File: config.mk
export PLATFORM = sky130hd
export DESIGN_NAME = shift_sequencer
export DESIGN_NICKNAME = d
export VERILOG_FILES = /design/src/rtl/arm_pkg.sv /design/src/rtl/shift_step_unit.sv /design/src/rtl/shift_sequencer.sv
export SDC_FILE = /design/constraint.sdc
export NUM_CORES = 1
export LEC_CHECK = 0
export ABC_AREA = 1
export CAP_MARGIN = 15
export CORE_ASPECT_RATIO = 1.25
export CORE_MARGIN = 4
export CORE_UTILIZATION = 60
export DETAILED_ROUTE_END_ITERATION = 8
export PLACE_DENSITY = 0.88
export RECOVER_POWER = 25
export SLEW_MARGIN = 20
export SYNTH_ARGS = -nofsm -noshare
export SYNTH_HDL_FRONTEND = slang
export SYNTH_SLANG_ARGS = --single-unit
File: constraint.sdc
create_clock -name clk -period 6 [get_ports clk]
set_clock_uncertainty 0.1 [all_clocks]
set_input_delay 0.9 -clock clk [delete_from_list [all_inputs] [get_ports clk]]
set_output_delay 0.9 -clock clk [all_outputs]
set_load 0.1 [all_outputs]
File: src/rtl/arm_pkg.sv
// rtl/arm_pkg.sv - shift type encodings and sequencer state enum shared by the shift datapath
package arm_pkg;

    localparam logic [1:0] SHIFT_LSL = 2'b00;
    localparam logic [1:0] SHIFT_LSR = 2'b01;
    localparam logic [1:0] SHIFT_ASR = 2'b10;
    localparam logic [1:0] SHIFT_ROR = 2'b11;

    typedef enum logic [1:0] {
        ST_IDLE  = 2'd0,
        ST_SHIFT = 2'd1,
        ST_DONE  = 2'd2
    } shift_state_t;

endpackage

File: src/rtl/shift_step_unit.sv
// rtl/shift_step_unit.sv - combinational single-step shifter (k bits, k <= 8) with ARM carry-out
//   value_in/carry_in : current value and C flag
//   shift_type/rrx    : LSL/LSR/ASR/ROR, rrx selects 1-bit rotate through C (with ROR)
//   k                 : bits to shift this step; k=0 passes value and carry through
//   value_out/carry_out : shifted value and last bit shifted out
module shift_step_unit
    import arm_pkg::*;
(
    input  logic [31:0] value_in,
    input  logic        carry_in,
    input  logic [1:0]  shift_type,
    input  logic        rrx,
    input  logic [3:0]  k,
    output logic [31:0] value_out,
    output logic        carry_out
);

    logic [32:0]        lsl_w;
    logic [32:0]        lsr_w;
    logic signed [32:0] asr_src;
    logic signed [32:0] asr_w;
    logic [5:0]         ror_back;
    logic [31:0]        ror_v;

    // The extra bit beside the value catches the last bit shifted out,
    // so carry is simply that guard bit after the shift.
    assign lsl_w    = {1'b0, value_in} << k;
    assign lsr_w    = {value_in, 1'b0} >> k;
    assign asr_src  = {value_in, 1'b0};
    assign asr_w    = asr_src >>> k;
    assign ror_back = 6'd32 - {2'b00, k};
    assign ror_v    = (value_in >> k) | (value_in << ror_back);

    always_comb begin
        value_out = value_in;
        carry_out = carry_in;
        if (shift_type == SHIFT_ROR && rrx) begin
            value_out = {carry_in, value_in[31:1]};
            carry_out = value_in[0];
        end else if (k != 4'd0) begin
            case (shift_type)
                SHIFT_LSL: {carry_out, value_out} = lsl_w;
                SHIFT_LSR: {value_out, carry_out} = lsr_w;
                SHIFT_ASR: {value_out, carry_out} = asr_w;
                default: begin
                    value_out = ror_v;
                    carry_out = ror_v[31];
                end
            endcase
        end
    end

endmodule

File: src/rtl/shift_sequencer.sv
// rtl/shift_sequencer.sv - multi-cycle register-amount shifter (LSL/LSR/ASR/ROR/RRX) with valid/ready handshakes
//   clk, rst_n             : clock, asynchronous active-low reset
//   in_valid/in_ready      : request handshake; in_ready only while idle
//   in_operand/in_amount   : Rm value and Rs[7:0]
//   in_type/in_rrx/in_carry: shift type, RRX select, current C flag
//   flush                  : synchronous abort back to idle
//   out_valid/out_ready    : result handshake; out_result/out_carry held until taken
module shift_sequencer
    import arm_pkg::*;
#(
    parameter int SHIFT_STEP = 4
) (
    input  logic        clk,
    input  logic        rst_n,
    input  logic        in_valid,
    output logic        in_ready,
    input  logic [31:0] in_operand,
    input  logic [7:0]  in_amount,
    input  logic [1:0]  in_type,
    input  logic        in_rrx,
    input  logic        in_carry,
    input  logic        flush,
    output logic        out_valid,
    input  logic        out_ready,
    output logic [31:0] out_result,
    output logic        out_carry
);

    localparam int CNT_W = 6;
    localparam logic [CNT_W-1:0] STEP_CNT = CNT_W'(SHIFT_STEP);

    shift_state_t     state;
    logic [1:0]       type_q;
    logic             rrx_q;
    logic [CNT_W-1:0] remaining;

    logic [CNT_W-1:0] eff;
    logic             accept_carry;
    logic [3:0]       step_k;
    logic [CNT_W-1:0] next_remaining;
    logic [31:0]      step_value;
    logic             step_carry;

    // Effective iteration count. The clamps at 33 (LSL/LSR) and 32 (ASR)
    // make the iterative shift land on the architectural result and carry
    // for large amounts without any special-casing later.
    always_comb begin
        eff          = '0;
        accept_carry = in_carry;
        if (in_type == SHIFT_ROR && in_rrx) begin
            eff = CNT_W'(1);
        end else if (in_amount != 8'd0) begin
            case (in_type)
                SHIFT_LSL, SHIFT_LSR: eff = (in_amount > 8'd33) ? CNT_W'(33) : in_amount[CNT_W-1:0];
                SHIFT_ASR:            eff = (in_amount > 8'd32) ? CNT_W'(32) : in_amount[CNT_W-1:0];
                default: begin
                    eff = {1'b0, in_amount[4:0]};
                    // Rotate by a nonzero multiple of 32: value unchanged, C = bit 31.
                    if (in_amount[4:0] == 5'd0) begin
                        accept_carry = in_operand[31];
                    end
                end
            endcase
        end
    end

    assign step_k         = (remaining < STEP_CNT) ? remaining[3:0] : 4'(SHIFT_STEP);
    assign next_remaining = remaining - CNT_W'(step_k);

    shift_step_unit u_step (
        .value_in   (out_result),
        .carry_in   (out_carry),
        .shift_type (type_q),
        .rrx        (rrx_q),
        .k          (step_k),
        .value_out  (step_value),
        .carry_out  (step_carry)
    );

    // out_result/out_carry double as the working registers; they only
    // matter to the consumer while out_valid is high.
    always_ff @(posedge clk or negedge rst_n) begin
        if (!rst_n) begin
            state      <= ST_IDLE;
            in_ready   <= 1'b1;
            out_valid  <= 1'b0;
            out_result <= '0;
            out_carry  <= 1'b0;
            type_q     <= SHIFT_LSL;
            rrx_q      <= 1'b0;
            remaining  <= '0;
        end else if (flush) begin
            state     <= ST_IDLE;
            in_ready  <= 1'b1;
            out_valid <= 1'b0;
            remaining <= '0;
        end else begin
            case (state)
                ST_IDLE: begin
                    if (in_valid) begin
                        out_result <= in_operand;
                        out_carry  <= accept_carry;
                        type_q     <= in_type;
                        rrx_q      <= in_rrx;
                        remaining  <= eff;
                        in_ready   <= 1'b0;
                        if (eff == '0) begin
                            state     <= ST_DONE;
                            out_valid <= 1'b1;
                        end else begin
                            state <= ST_SHIFT;
                        end
                    end
                end
                ST_SHIFT: begin
                    out_result <= step_value;
                    out_carry  <= step_carry;
                    remaining  <= next_remaining;
                    if (next_remaining == '0) begin
                        state     <= ST_DONE;
                        out_valid <= 1'b1;
                    end
                end
                ST_DONE: begin
                    if (out_ready) begin
                        state     <= ST_IDLE;
                        out_valid <= 1'b0;
                        in_ready  <= 1'b1;
                    end
                end
                default: begin
                    state     <= ST_IDLE;
                    out_valid <= 1'b0;
                    in_ready  <= 1'b1;
                end
            endcase
        end
    end

endmodule

==> reports/metrics.cfg <==
[grt]
busiest_layer=met2
grt_overflow_total=0
antenna_found_initial=0
grt_start_max_net_pins=53
grt_use_met2=0.592
use_met3=0.0883
grt_pass1_vias=6620
met1_usage=0.481
grt_pass1_wl_mm=32.5
grt_usage=0.377

[die]
core_area_um2=8840
rows=38
io_pins=84
initial_core_util=0.627
die_x_um=94.0
die_y_um=115
dieArea_um2=10800

[clocking]
cts_hold_buffers=0
htree_levels=2
cts_tree=built
clkSlewWorstSetupHoldPaths_ns=0.10
cts-root-buf=clkbuf_8
cts.repair.resized=0
cts_inserted_buffers=5
clk_latency_ns=0.32
cts_max_path_buffers=2
postCtsSetupBuffers=0
cts_sinks=46

[timing]
fmax_mhz=269
fin_crit_ns=3.71
tns_ns=0
min_period_over_period=0.619
maxSlewHeadroom=-0.703
slew_violations=47
tightest_slew_ns=2.55
setup_viol=0
rsz0062_at_grt=false
timing_hold_violations_final=0

[critical_path]
rr_startpoint=remaining[3]
crit_type=reg2reg
r2r_slack_ns=2.29
worstPathMaxFanout=38
critPathCaptureType=flip-flop
rr_worst_depth=10
critical_path_arrival_ns=3.82
worstReg2RegEnd=out_result[9]
start_kind=flip-flop
cp.required_ns=6.10

[synth]
ys_warn_count=0
syn_area_um2=5540
ys.flop_type=dfrtp_1
avgSynthCellArea_um2=5.81
yosysSeqAreaShare=0.208
synthArstFlopShare=1.00
synth-edff-count=0
synth_seq_cells=46
synthCells=953
synth_cell_types=48
syn-num-nets=1004

[routing]
totalWireLength_mm=20.4
vias=7221
wl_per_cell_um=18.2
first_pass_iters=9
drt_iter0_markers=1036
drc=0
vias_per_cell=6.45
ant_nets=0

[min_path]
holdCritStartpoint=out_valid
hold_path.class=reg2reg
min_to=out_valid
min_path_cells=2

[place]
place_congestion=1.03
portBuffers=83
dp_hpwl_mm=14.6

[final_layout]
diodes=0
final_nets=1049
drive_gt1_frac=0.0460
area_growth_pct=16.0

[run_status]
status=finished with violations
violations=capacitance limit, slew limit

[flow_run]
cap_violations=1

layout by cell type (no fill, tap or decap), types with 7 or more instances in the layout:
cell type,Yosys,final
nand2_1,262,262
a21oi_1,112,112
nand3_1,86,86
nor2_1,85,84
clkdlybuf4s50_1,0,82
inv_1,79,79
o21ai_0,62,62
dfrtp_1,45,45
o21ai_1,27,27
o211ai_1,21,21
nand4_1,18,18
o221ai_1,11,11
o22ai_1,11,11
a22oi_1,10,10
buf_4,4,10
inv_2,7,7
o2111ai_1,7,7
cells by family after synthesis:
kind of cell	Yosys count	share of synthesized area
buffers and inverters	142	0.110
XOR/XNOR	2	0.00316
other	1	0.000677
AO/OA/AOI/OAI	282	0.296
AND/OR/NAND/NOR	477	0.376
multiplexers	1	0.00181
adder cells (fa/ha/maj)	2	0.00451
flip-flops	46	0.208
critical path, stage by stage, from the launching register on:
cell     delay [ns]
dfrtp_1        0.41
nor2_4         0.37
nand2_4        0.34
nor2_4         0.83
nand2_1        0.46
nand2_1        0.26
nor2_4         0.09
inv_1          0.19
nor3_1         0.10
o21ai_0        0.33
a21oi_1        0.11
per-stage QoR:
step / instances / hold WS [ns] / instance area [µm²] / setup slack (ns) / util
floorplan: 953 / 0.395 / 5540 / 3.25 / -
finish: 1119 / 0.399 / 6430 / 2.29 / 0.727
global route: 1119 / 0.440 / 6430 / 1.98 / 0.727
global placement: 1111 / 0.372 / 6320 / 2.43 / 0.714
detailed placement: 1111 / 0.374 / 6320 / 2.41 / 0.714
CTS: 1119 / 0.400 / 6430 / 2.37 / 0.727
layout make-up:
type / instances / area (µm²)
fillers: 840 / 2420
well taps: 120 / 150
clock buffers: 5 / 68.8
multi-input cells: 765 / 3790
inverters: 87 / 327
clock inverters: 3 / 40.0
flip-flops and latches: 46 / 1150
repair buffers: 93 / 900
worst max path at each step:
stage                       startpoint             end  slack (ns)
after floorplan           remaining[3]  out_result[29]        3.25
after global placement    remaining[3]   out_result[9]        2.43
after detailed placement  remaining[3]  out_result[28]        2.41
after CTS                 remaining[3]  out_result[28]        2.37
after global routing      remaining[3]  out_result[30]        1.98
final                     remaining[3]   out_result[9]        2.29
Yosys cell counts (10+ instances only):
cell	instances	area (µm²)
nor2_1	85	319
a21oi_1	112	561
nand3_1	86	430
o211ai_1	21	158
o21ai_0	62	310
dfrtp_1	45	1130
a22oi_1	10	75.1
o22ai_1	11	68.8
nand2_1	262	983
o221ai_1	11	96.3
clkbuf_1	30	113
o21ai_1	27	135
inv_1	79	297
nand4_1	18	113
buf_2	12	60.1
layer usage:
layer,vias to the layer above,wire length [µm]
li1,3351,-
met1,3168,7610
met2,585,9130
met3,117,2510
met4,0,1140
met5,-,0
flip-flops by register name, indices dropped and copies added, names as in the netlist:
name / cells
type_q: 2
out_result: 32
state: 2
in_ready: 1
remaining: 6
rrx_q: 1
out_carry: 1
out_valid: 1
Power is left out: the tool's default activity adds up to more than one toggle a clock period on the data nets, which glitch-free logic cannot reach.
